`src/rtl/multicycle_control_unit.sv`:
```
// Multicycle control FSM for the RV64 datapath: fetch, decode, execute, memory and write-back,
// with a start/run/halt handshake, an illegal-instruction trap and a retired-instruction counter.
module multicycle_control_unit #(
  parameter int unsigned CNT_WIDTH = 32
) (
  input  logic                 CLK,
  input  logic                 RST_N,
  input  logic [6:0]           opcode,
  input  logic [2:0]           funct3,
  input  logic [6:0]           funct7,
  input  logic                 start,
  input  logic                 run,
  output logic                 ir_load,
  output logic                 reset_pc,
  output logic                 load_pc,
  output logic                 pc_next_sel,
  output logic                 sub,
  output logic                 ULA_din2_sel,
  output logic                 RF_din_sel,
  output logic                 WE_RF,
  output logic                 WE_MEM,
  output logic                 busy,
  output logic                 halted,
  output logic                 illegal,
  output logic                 retired,
  output logic [CNT_WIDTH-1:0] retired_count
);

  localparam logic [3:0] StIdle   = 4'd0;
  localparam logic [3:0] StInit   = 4'd1;
  localparam logic [3:0] StFetch  = 4'd2;
  localparam logic [3:0] StDecode = 4'd3;
  localparam logic [3:0] StExec   = 4'd4;
  localparam logic [3:0] StMem    = 4'd5;
  localparam logic [3:0] StWb     = 4'd6;
  localparam logic [3:0] StPaused = 4'd7;
  localparam logic [3:0] StHalt   = 4'd8;
  localparam logic [3:0] StTrap   = 4'd9;

  // R-type add and sub are separate classes so the ALU subtract strobe needs no extra flag.
  localparam logic [2:0] ClsNone = 3'd0;
  localparam logic [2:0] ClsRAdd = 3'd1;
  localparam logic [2:0] ClsRSub = 3'd2;
  localparam logic [2:0] ClsI    = 3'd3;
  localparam logic [2:0] ClsLd   = 3'd4;
  localparam logic [2:0] ClsSd   = 3'd5;
  localparam logic [2:0] ClsBr   = 3'd6;

  localparam logic [6:0] OpR    = 7'b0110011;
  localparam logic [6:0] OpI    = 7'b0010011;
  localparam logic [6:0] OpLd   = 7'b0000011;
  localparam logic [6:0] OpSd   = 7'b0100011;
  localparam logic [6:0] OpBr   = 7'b1100011;
  localparam logic [6:0] OpSys  = 7'b1110011;

  logic [3:0]           state_q, state_d;
  logic [2:0]           cls_q, cls_d;
  logic [CNT_WIDTH-1:0] count_q, count_d;

  logic [2:0] dec_cls;
  logic       dec_halt;
  logic       complete;
  logic       in_alu;

  always_comb begin
    dec_cls  = ClsNone;
    dec_halt = 1'b0;
    case (opcode)
      OpR: begin
        if (funct3 == 3'b000 && funct7 == 7'b0000000) begin
          dec_cls = ClsRAdd;
        end else if (funct3 == 3'b000 && funct7 == 7'b0100000) begin
          dec_cls = ClsRSub;
        end
      end
      OpI: begin
        if (funct3 == 3'b000) dec_cls = ClsI;
      end
      OpLd: begin
        if (funct3 == 3'b011) dec_cls = ClsLd;
      end
      OpSd: begin
        if (funct3 == 3'b011) dec_cls = ClsSd;
      end
      OpBr: begin
        if (funct3 != 3'b010 && funct3 != 3'b011) dec_cls = ClsBr;
      end
      OpSys: dec_halt = 1'b1;
      default: dec_cls = ClsNone;
    endcase
  end

  assign complete = (state_q == StExec && cls_q == ClsBr) ||
                    (state_q == StMem && cls_q == ClsSd) ||
                    (state_q == StWb);

  always_comb begin
    state_d = state_q;
    cls_d   = cls_q;
    case (state_q)
      StIdle:   if (start) state_d = StInit;
      StInit:   state_d = StFetch;
      StFetch:  state_d = StDecode;
      StDecode: begin
        if (dec_halt) begin
          state_d = StHalt;
          cls_d   = ClsNone;
        end else if (dec_cls == ClsNone) begin
          state_d = StTrap;
          cls_d   = ClsNone;
        end else begin
          state_d = StExec;
          cls_d   = dec_cls;
        end
      end
      StExec: begin
        case (cls_q)
          ClsRAdd, ClsRSub, ClsI: state_d = StWb;
          ClsLd, ClsSd:           state_d = StMem;
          ClsBr:                  state_d = StExec;
          default:                state_d = StTrap;
        endcase
      end
      StMem: begin
        case (cls_q)
          ClsLd:   state_d = StWb;
          ClsSd:   state_d = StMem;
          default: state_d = StTrap;
        endcase
      end
      StWb:     state_d = StWb;
      StPaused: if (run) state_d = StFetch;
      StHalt:   state_d = StHalt;
      StTrap:   state_d = StTrap;
      default:  state_d = StIdle;
    endcase
    // Every completing state funnels through the run check at the instruction boundary.
    if (complete) state_d = run ? StFetch : StPaused;
  end

  always_comb begin
    count_d = count_q;
    if (complete) count_d = count_q + CNT_WIDTH'(1);
  end

  always_ff @(posedge CLK or negedge RST_N) begin
    if (!RST_N) begin
      state_q <= StIdle;
      cls_q   <= ClsNone;
      count_q <= '0;
    end else begin
      state_q <= state_d;
      cls_q   <= cls_d;
      count_q <= count_d;
    end
  end

  // ALU operand controls stay fixed from EXEC to completion to keep result and address stable.
  assign in_alu = (state_q == StExec) || (state_q == StMem) || (state_q == StWb);

  assign ir_load      = (state_q == StFetch);
  assign reset_pc     = (state_q == StInit);
  assign load_pc      = complete;
  assign pc_next_sel  = (state_q == StExec) && (cls_q == ClsBr);
  assign sub          = in_alu && (cls_q == ClsRSub || cls_q == ClsBr);
  assign ULA_din2_sel = in_alu && (cls_q == ClsI || cls_q == ClsLd || cls_q == ClsSd);
  assign RF_din_sel   = (state_q == StWb) && (cls_q != ClsLd);
  assign WE_RF        = (state_q == StWb);
  assign WE_MEM       = (state_q == StMem) && (cls_q == ClsSd);
  assign busy         = !(state_q == StIdle || state_q == StPaused ||
                          state_q == StHalt || state_q == StTrap);
  assign halted       = (state_q == StHalt) || (state_q == StTrap);
  assign illegal      = (state_q == StTrap);
  assign retired      = complete;
  assign retired_count = count_q;

endmodule

```
`config.mk`:
```
export PLATFORM = sky130hd
export DESIGN_NAME = multicycle_control_unit
export DESIGN_NICKNAME = d
export VERILOG_FILES = /design/src/rtl/multicycle_control_unit.sv
export SDC_FILE = /design/constraint.sdc
export NUM_CORES = 1
export LEC_CHECK = 0
export ABC_CLOCK_PERIOD_IN_PS = 1740
export BUFFER_PORTS_ARGS = -buffer_cell sky130_fd_sc_hd__buf_2
export CELL_PAD_IN_SITES_DETAIL_PLACEMENT = 1
export CELL_PAD_IN_SITES_GLOBAL_PLACEMENT = 1
export CORE_MARGIN = 1.5
export CORE_UTILIZATION = 35
export CTS_CLUSTER_DIAMETER = 200
export DETAILED_ROUTE_END_ITERATION = 8
export PLACE_DENSITY_LB_ADDON = 0.15
export SLEW_MARGIN = 20
export SYNTH_ARGS = -nofsm -noshare
export SYNTH_HDL_FRONTEND = slang
export SYNTH_SLANG_ARGS = --single-unit
export TNS_END_PERCENT = 10
```
`constraint.sdc`:
```
create_clock -name CLK -period 1.74 [get_ports CLK]
set_input_delay 0.435 -clock CLK [delete_from_list [all_inputs] [get_ports CLK]]
set_output_delay 0.435 -clock CLK [all_outputs]
set_load 0.005 [all_outputs]
```
==> results of run 1 <==
## layer usage
metal / part of all wire, % / vias up / GRT usage, %
met4: 0.81 / 0 / 4.576
met3: 3.6 / 4 / 2.857
met5: 0 / - / 0
met2: 54 / 51 / 36.26
met1: 41 / 1070 / 22.65
li1: - / 1036 / -
## path summary, 6_finish.rpt
kind	from	to	cells past startpoint
max	state_q[1]	load_pc	4
min	RST_N	retired_count[5]	1
max reg2reg	state_q[1]	retired_count[29]	7
min reg2reg	retired_count[31]	retired_count[31]	1
max in group asynchronous	RST_N	retired_count[31]	2
min in group CLK	retired_count[31]	retired_count[31]	1
## registers in the layout, summed over array words and instances, names as in the netlist
name           count
retired_count     32
cls_q              3
state_q            4
## worst register-to-register path, delay by kind of cell (launching register included)
family,cells,cell delay (ns)
AO/OA/AOI/OAI,1,0.27
XOR/XNOR,1,0.14
buffers and inverters,2,0.34
flip-flops,1,0.40
AND/OR/NAND/NOR,3,0.58
## cell usage after synthesis (all sizes together), types with 2 or more instances
cell type  count
o21ai          5
or3            2
or2            3
nor3           5
nand2         22
buf            5
nand4          4
o221ai         2
nor4b          2
clkbuf         4
o211a          2
inv            3
o31ai          2
a21oi          4
nand3         13
and3           8
nand2b         6
a211oi         4
nand3b         2
o41ai          2
nor2b          6
xor2          12
nor4           8
xnor2         19
nor2          14
dfrtp         39
o22ai          2
and4           4
or4            2
## logic make-up after synthesis
| family | after synthesis | share of synthesized area (%) |
|---|---|---|
| buffers and inverters | 12 | 2.450 |
| muxes | 1 | 0.5128 |
| and+or+nand+nor | 105 | 29.17 |
| DFF | 39 | 44.44 |
| AOI/OAI and AO/OA | 32 | 10.49 |
| xor gates and xnor gates | 31 | 12.36 |
| adders and majority gates | 1 | 0.5697 |
## repair_timing
item / in CTS / in global routing
pin swaps: 4 / 8
gates cloned: 0 / 1
setup endpoints to repair: 29 / 39
resized for setup: 11 / 37
setup buffers: 4 / 2
## power by group through the flow
| stage | clock [uW] | combinational (uW) | sequential [uW] |
|---|---|---|---|
| global route | 838 | 1520 | 1040 |
| global placement | 0 | 927 | 1040 |
| CTS | 796 | 1040 | 1020 |
| finish | 780 | 1420 | 1030 |
| floorplan | 0 | 556 | 1020 |
| detailed placement | 0 | 939 | 1040 |
## final cells by class
class	count	area [um2]	area share (%)
well taps	75	93.84	2.783
flip-flops and latches	39	979.7	29.05
clock buffers	6	82.58	2.449
inverters	3	11.26	0.3340
clock inverters	2	35.03	1.039
repair buffers	120	825.8	24.49
multi-input cells	170	1344	39.85
## through the flow
stage / util, % / cell area [um2] / instances / setup TNS (ns) / hold slack, ns
detailed placement: 49.46 / 2963 / 400 / -1.300 / 0.3826
floorplan: - / 2215 / 221 / -0.2776 / 0.1394
finish: 56.29 / 3372 / 415 / -1.481 / 0.06561
global placement: 49.46 / 2963 / 400 / -0.8863 / 0.3904
global route: 56.29 / 3372 / 415 / -3.813 / 0.08091
CTS: 52.59 / 3151 / 412 / -1.666 / 0.06838
==> reports/qor.txt, run 1 <==
outcome -> finished, violations left
failing checks -> setup timing
Sw Pwr -> 1053 uW
via count -> 2161
detailed placement HPWL -> 4725 um
vias in the first global route -> 2174
Detailed Route Iter0 Violations -> 45
initial core utilization -> 36.65%
most frequent cells in the layout -> 64 x buf_2, 45 x buf_4, 36 x dfrtp_1
buffers and inverters on the worst path -> 1
top-area cell type share of the netlist area -> 44.44%
Leakage -> 0.001760 uW
std cell rows -> 28
largest net degree at the start of global routing -> 25
Final setup viols -> 22
Die X -> 82.21 um
Yosys top cell by area -> dfrtp_1
clock root buffer -> clkbuf_8
NumNets Final -> 361
die footprint -> 6758 um2
part of the cycle the worst path needs -> 107.1%
area grow syn2layout -> 53.56%
unrepaired setup endpoints after global routing -> yes
internal power -> 2176 uW
DR pass1 iterations -> 6
Fill cells -> 709
maxcap violations -> 0
DRC -> 0
PwrDens -> 957.5 nW/um2
Worst Path Required -> 1.30 ns
Crit path largest cell delay -> 0.40 ns
Post-synth EDFFs -> 0
pre-CTS setup slack -> -0.2820 ns
Sw Share -> 32.61%
Syn Area/Cell -> 9.936 um2
Core Area -> 5991 um2
Top Ports -> 66
R2R Setup Slk -> -0.11 ns
cell breakdown of the critical path -> nand3b_1 -> o211a_4 -> nor2_4 -> buf_2
minimum clock period -> 1.863 ns
Worst Skew -> 0.004181 ns
initial antenna violation count -> 0
GRT Total Usage -> 19.25%
first-pass GRT wire length -> 10030 um
GRT Residual Overflow -> 0
Crit path arrival time -> 1.43 ns
Sequential Power Share -> 32.0%
max_slew headroom -> 71.44%
hold_buf cts -> 0
Clk Latency, worst-skew pair -> 0.28 ns
post-synth net total -> 243
Area contributors post-synth -> dfrtp_1 44%, xnor2_1 7.6%, xor2_1 4.8%, nand2_1 3.8%, nand3_1 3.0%
Peak Freq -> 536.7 MHz
clock power share -> 24.1%
share of layout cells above drive strength 1 -> 50.00%
antenna cells -> 0
CTS tree -> done
CP max-delay cell -> dfrtp_1
Setup crit end kind -> output pin
sequential area share after synthesis -> 44.44%
FFs w/ async S/R, synth -> 100.0%
Buffers on Ports -> 65
Final WS setup -> -0.1233 ns
Post-Syn Area -> 2196 um2
vias per inst -> 5.207
Sink Count -> 39
Final Hold Viols -> 0
combinational share of power -> 43.9%
cell family contributing the most delay on the critical path -> flip-flops
Critical Path Fanout Max -> 4
actual slew at the worst max-slew pin -> 0.4284 ns
Pwr Total -> 3229 uW
CTS buffer count -> 5
commonest non-fill, non-tap cell in the layout -> buf_2
CP startpoint kind -> flop
Final ANT Viol Nets -> 0
fin. max-slew vios -> 0
Critical Setup Path Class -> flop to output pin
Synth Warn # -> 0
global placement routability congestion -> 0.8701
CTS H-tree depth -> 2
post-DR wirelength/cell -> 15.44 um
Post-synth top flop -> dfrtp_1
die height -> 82.21 um
Yosys reg bits -> 39
clock slew at reported path FFs -> 0.08 ns
maximum vdd ir drop -> 0.0005358 V
drt total wl -> 6406 um
Distinct cells, synth -> 51
Longest Clk Path Bufs -> 2
worst hold-check path type -> input pin to asynchronous set/reset pin
Post-Syn Instances -> 221
(Power assumes the default switching activity.)
==> run 2: changes to the inputs <==
Settings changed: RECOVER_POWER from default to 50.
==> run 2 against run 1 <==
  * The run still ends with setup timing left
  * Sequential cell count unchanged
  * Cell area down 0.59%
  * Maximum frequency about the same
  * Critical endpoint unchanged
  * Final cell count stayed put
  * Highest routed layer unchanged
  * Sequential share of layout area grew 0.17 points
==> reports/qor.txt, run 2 (synthesis results as in run 1) <==
global placement routability congestion -> 0.8701
Clk Latency, worst-skew pair -> 0.28 ns
CTS tree -> done
Sequential Power Share -> 32.0%
Crit path arrival time -> 1.43 ns
part of the cycle the worst path needs -> 107.1%
via count -> 2159
post-DR wirelength/cell -> 15.47 um
clock root buffer -> clkbuf_8
Critical Setup Path Class -> flop to output pin
minimum clock period -> 1.863 ns
worst hold-check path type -> input pin to asynchronous set/reset pin
max reg flops -> 32
area grow syn2layout -> 52.65%
Final WS setup -> -0.1235 ns
share of layout cells above drive strength 1 -> 48.82%
DRC -> 0
Sink Count -> 39
Fill cells -> 711
vias in the first global route -> 2174
vias per inst -> 5.202
DR pass1 iterations -> 6
clock power share -> 24.2%
detailed placement HPWL -> 4725 um
std cell rows -> 28
max_slew headroom -> 41.31%
Longest Clk Path Bufs -> 2
failing checks -> setup timing
maximum vdd ir drop -> 0.0005358 V
most frequent cells in the layout -> 60 x buf_2, 45 x buf_4, 36 x dfrtp_1
largest net degree at the start of global routing -> 25
Setup crit end kind -> output pin
fin util -> 55.95%
NumNets Final -> 361
CTS H-tree depth -> 2
outcome -> finished, violations left
CTS buffer count -> 5
Worst Path Required -> 1.30 ns
Reg area -> 979.7 um2
internal power -> 2172 uW
initial core utilization -> 36.65%
die height -> 82.21 um
PwrDens -> 961.7 nW/um2
die footprint -> 6758 um2
Core Area -> 5991 um2
drt total wl -> 6418 um
first-pass GRT wire length -> 10030 um
Sw Share -> 32.63%
Sw Pwr -> 1052 uW
clock slew at reported path FFs -> 0.08 ns
Critical Path Fanout Max -> 4
Leakage -> 0.001739 uW
actual slew at the worst max-slew pin -> 0.8804 ns
commonest non-fill, non-tap cell in the layout -> buf_2
combinational share of power -> 43.8%
Pwr Total -> 3224 uW
Final setup viols -> 22
Peak Freq -> 536.6 MHz
Worst Skew -> 0.004038 ns
GRT Total Usage -> 19.25%
Buffers on Ports -> 65
antenna cells -> 0
unrepaired setup endpoints after global routing -> yes
CP startpoint kind -> flop
GRT Residual Overflow -> 0
fin. max-slew vios -> 0
Detailed Route Iter0 Violations -> 44
Top Ports -> 66
Final Hold Viols -> 0
Final ANT Viol Nets -> 0
maxcap violations -> 0
initial antenna violation count -> 0
area of the multi-input gates -> 1344 um2
Die X -> 82.21 um
-- run 2: changes by cell type in the layout (fill, tap and decap cells not counted) --
| cell | delta |
|---|---|
| buf_12 | -1 |
| clkbuf_1 | +4 |
| buf_2 | -4 |
| clkbuf_2 | +1 |
-- run 2: critical path: stages (launching register included) --
cell and delay [ns]:
dfrtp_1 0.40, nand3b_1 0.20, o211a_4 0.27, nor2_4 0.13, buf_2 0.15
-- run 2: metal layers --
layer / vias up / track usage (%) / routed length, um / part of all wire, %
li1: 1036 / - / - / -
met1: 1068 / 22.65 / 2646 / 41
met2: 51 / 36.26 / 3490 / 54
met3: 4 / 2.857 / 228 / 3.6
met4: 0 / 4.576 / 52 / 0.81
met5: - / 0 / 0 / 0
-- run 2: final timing paths --
| kind | start | to | slack (ns) | depth (start not counted) |
|---|---|---|---|---|
| worst max register to register | state_q[1] | retired_count[29] | -0.11 | 7 |
| max in group asynchronous | RST_N | retired_count[31] | 0.41 | 2 |
| worst max-delay path | state_q[1] | load_pc | -0.12 | 4 |
| worst min-delay path | RST_N | retired_count[5] | 0.24 | 1 |
| min in group CLK | retired_count[31] | retired_count[31] | 0.48 | 1 |
| worst min register to register | retired_count[31] | retired_count[31] | 0.48 | 1 |
-- run 2: area by class of cell --
type                            instances  area share [%]
Multi-Input combinational cell        170           40.09
Clock buffer                            6           2.464
Inverter                                3          0.3359
Timing Repair Buffer                  120           24.04
Sequential cell                        39           29.23
Clock inverter                          2           1.045
Tap cell                               75           2.800
-- run 2: per-stage QoR --
| stage | hold slack [ns] | area [um2] | setup slack [ns] | instances | setup TNS [ns] |
|---|---|---|---|---|---|
| 2_1_floorplan | 0.1394 | 2215 | -0.05852 | 221 | -0.2776 |
| 3_3_place_gp | 0.3904 | 2963 | -0.2183 | 400 | -0.8863 |
| 3_5_place_dp | 0.3826 | 2963 | -0.2820 | 400 | -1.300 |
| 4_1_cts | 0.06838 | 3151 | -0.1351 | 412 | -1.666 |
| 5_1_grt | 0.2973 | 3352 | -0.1932 | 415 | -3.813 |
| 6_report | 0.2371 | 3352 | -0.1235 | 415 | -1.480 |
-- run 2: repair_timing --
action	4_1_cts	5_1_grt
hold buffers	0	0
cloned	0	1
setup endpoints to repair	29	39
buffers inserted	4	2
resized for setup	11	37
pin swaps	4	8
endpoints found under the hold margin	0	0
-- run 2: power by group through the flow --
stage	sequential, uW	combinational, uW	clock (uW)
6_report	1030	1410	780
5_1_grt	1040	1520	838
4_1_cts	1020	1040	796
3_5_place_dp	1040	939	0
3_3_place_gp	1040	927	0
2_1_floorplan	1020	556	0
==> run 3: changes to the inputs <==
Settings changed: ABC_AREA from default to 1, CORE_UTILIZATION 35 to 34.
==> run 3 against run 2 <==
  * The run still ends with setup timing left
  * Combinational power shrank 38%
  * Via count grew 37%
  * Non-clock buffer count shrank 23
  * Setup slack gained 0.032 ns
  * Critical path depth grew 2
  * Die area grew 28%
  * Clock-buffer cell count is the same
  * Maximum frequency grew 1.8%
  * Largest cell class unchanged
  * Largest power group is now sequential cells
==> reports/qor.txt, run 3 <==
max_slew headroom -> 26.86%
Top Ports -> 66
initial antenna violation count -> 0
worst hold-check path type -> input pin to asynchronous set/reset pin
DR pass1 iterations -> 5
Leakage -> 0.001931 uW
Syn Area/Cell -> 6.860 um2
PwrDens -> 732.0 nW/um2
Post-synth EDFFs -> 0
clock root buffer -> clkbuf_8
antenna cells -> 0
die footprint -> 8660 um2
Post-Syn Area -> 2758 um2
actual slew at the worst max-slew pin -> 1.097 ns
Buffers on Ports -> 65
Crit path arrival time -> 1.40 ns
global placement routability congestion -> 0.8660
hold_ws -> 0.3166 ns
Final setup viols -> 10
post-route cell area -> 3682 um2
Longest Clk Path Bufs -> 2
vias in the first global route -> 3164
most frequent cells in the layout -> 119 x nand2_1, 60 x buf_2, 49 x nor2_1, 49 x inv_1, 34 x dfrtp_1
minimum clock period -> 1.831 ns
drt total wl -> 9092 um
GRT Residual Overflow -> 0
Yosys reg bits -> 39
maxcap violations -> 0
post-DR wirelength/cell -> 15.08 um
Final Hold Viols -> 0
initial core utilization -> 35.32%
Core Area -> 7807 um2
Area contributors post-synth -> dfrtp_1 35%, nand2_1 17%, nor2_1 7.5%, inv_1 7.4%, xor2_1 7.3%
Post-synth top flop -> dfrtp_1
area grow syn2layout -> 33.53%
RR Startpoint -> state_q[3]
CTS tree -> done
Die X -> 93.06 um
part of the cycle the worst path needs -> 105.3%
Yosys top cell by area -> dfrtp_1
sequential area share after synthesis -> 35.39%
Critical Path Fanout Max -> 4
Worst Reg-to-Reg Cells -> 11
Clk Latency, worst-skew pair -> 0.30 ns
commonest non-fill, non-tap cell in the layout -> nand2_1
Sink Count -> 39
Worst Skew -> 0.009316 ns
CTS H-tree depth -> 2
Worst R2R End -> retired_count[14]
Synth Warn # -> 0
Peak Freq -> 546.0 MHz
failing checks -> setup timing
first-pass GRT wire length -> 15120 um
largest net degree at the start of global routing -> 23
Synth top cells by count -> 125 x nand2_1, 55 x nor2_1, 54 x inv_1, 39 x dfrtp_1, 23 x xor2_1
outcome -> finished, violations left
Fill cells -> 1040
max reg flops -> 32
top-area cell type share of the netlist area -> 35.39%
Post-Syn Instances -> 402
NumNets Final -> 522
CTS buffer count -> 5
Distinct cells, synth -> 33
DRC -> 0
Final ANT Viol Nets -> 0
via count -> 2949
Final WS setup -> -0.09139 ns
vias per inst -> 4.891
maximum vdd ir drop -> 0.0005438 V
share of layout cells above drive strength 1 -> 29.54%
dpl cell area -> 3326 um2
die height -> 93.06 um
std cell rows -> 32
detailed placement HPWL -> 6964 um
top-count cell post-synth -> nand2_1
clock slew at reported path FFs -> 0.08 ns
FFs w/ async S/R, synth -> 100.0%
fin util -> 47.16%
Critical Setup Path Class -> flop to output pin
Worst Path Required -> 1.30 ns
GRT Total Usage -> 22.23%
unrepaired setup endpoints after global routing -> yes
post-synth net total -> 424
R2R Setup Slk -> 0.01 ns
Detailed Route Iter0 Violations -> 123
Setup crit end kind -> output pin
fin. max-slew vios -> 0
CP startpoint kind -> flop
## run 3: through the flow
stage          instances  setup WS [ns]  TNS (ns)  power [uW]
2_1_floorplan        402        0.01994         0        1338
3_3_place_gp         583       0.008763         0        1600
3_5_place_dp         583        -0.1276   -0.6175        1607
4_1_cts              599       -0.07194   -0.4206        2536
5_1_grt              603        -0.1518    -2.986        2843
6_report             603       -0.09139   -0.4897        2696
## run 3: repair_timing
| action | CTS | global route |
|---|---|---|
| setup endpoints to repair | 22 | 24 |
| setup buffers | 8 | 4 |
| gates cloned | 0 | 0 |
| pin swaps | 4 | 7 |
| gates resized for setup | 17 | 29 |
| hold buffers | 0 | 0 |
## run 3: kinds of logic after synthesis
family                   after synthesis  share of synthesized area (%)
adder cells (fa/ha/maj)                1                         0.4536
AND/OR/NAND/NOR                      249                          41.06
buffers and inverters                 62                          9.346
flip-flops                            39                          35.39
AO/OA/AOI/OAI                         23                          4.855
XOR/XNOR                              28                          8.893
## run 3: worst max path at each step
stage                    start                 to  depth (start not counted)
finish              state_q[3]               busy                          6
global route        state_q[3]               busy                          6
CTS                 state_q[1]            illegal                          6
detailed placement  state_q[3]  retired_count[14]                         10
global placement    state_q[3]  retired_count[14]                         10
floorplan           state_q[3]            retired                          8
## run 3: cell type report
class	instances	area (um2)	share of cell area (%)
Clock buffer	6	82.58	2.243
Clock inverter	2	35.03	0.9514
Inverter	56	210.2	5.708
Multi-Input combinational cell	301	1657	44.99
Sequential cell	39	982.2	26.67
Tap cell	102	127.6	3.466
Timing Repair Buffer	97	588.1	15.97
## run 3: worst max-delay path, stage by stage, from the launching register on
cell and delay, ns:
dfrtp_1 0.42, inv_2 0.11, buf_12 0.11, nor3_4 0.03, buf_6 0.12, nor3_2 0.17
buf_2 0.13
## run 3: metal layers
| layer | up-vias | track usage (%) | wire, um |
|---|---|---|---|
| met2 | 48 | 42.03 | 4885 |
| met1 | 1435 | 26.54 | 3899 |
| met4 | 0 | 4.924 | 115 |
| met3 | 10 | 2.764 | 191 |
| li1 | 1456 | - | - |
| met5 | - | 0 | 0 |
## run 3: power by group
part | total (uW) | leakage, uW | internal, uW | switching, uW
sequential | 1020 | 0.000533 | 957 | 59.0
combinational | 873 | 0.00134 | 380 | 493
clock | 806 | 0.0000612 | 465 | 341
total | 2700 | 0.00193 | 1800 | 893
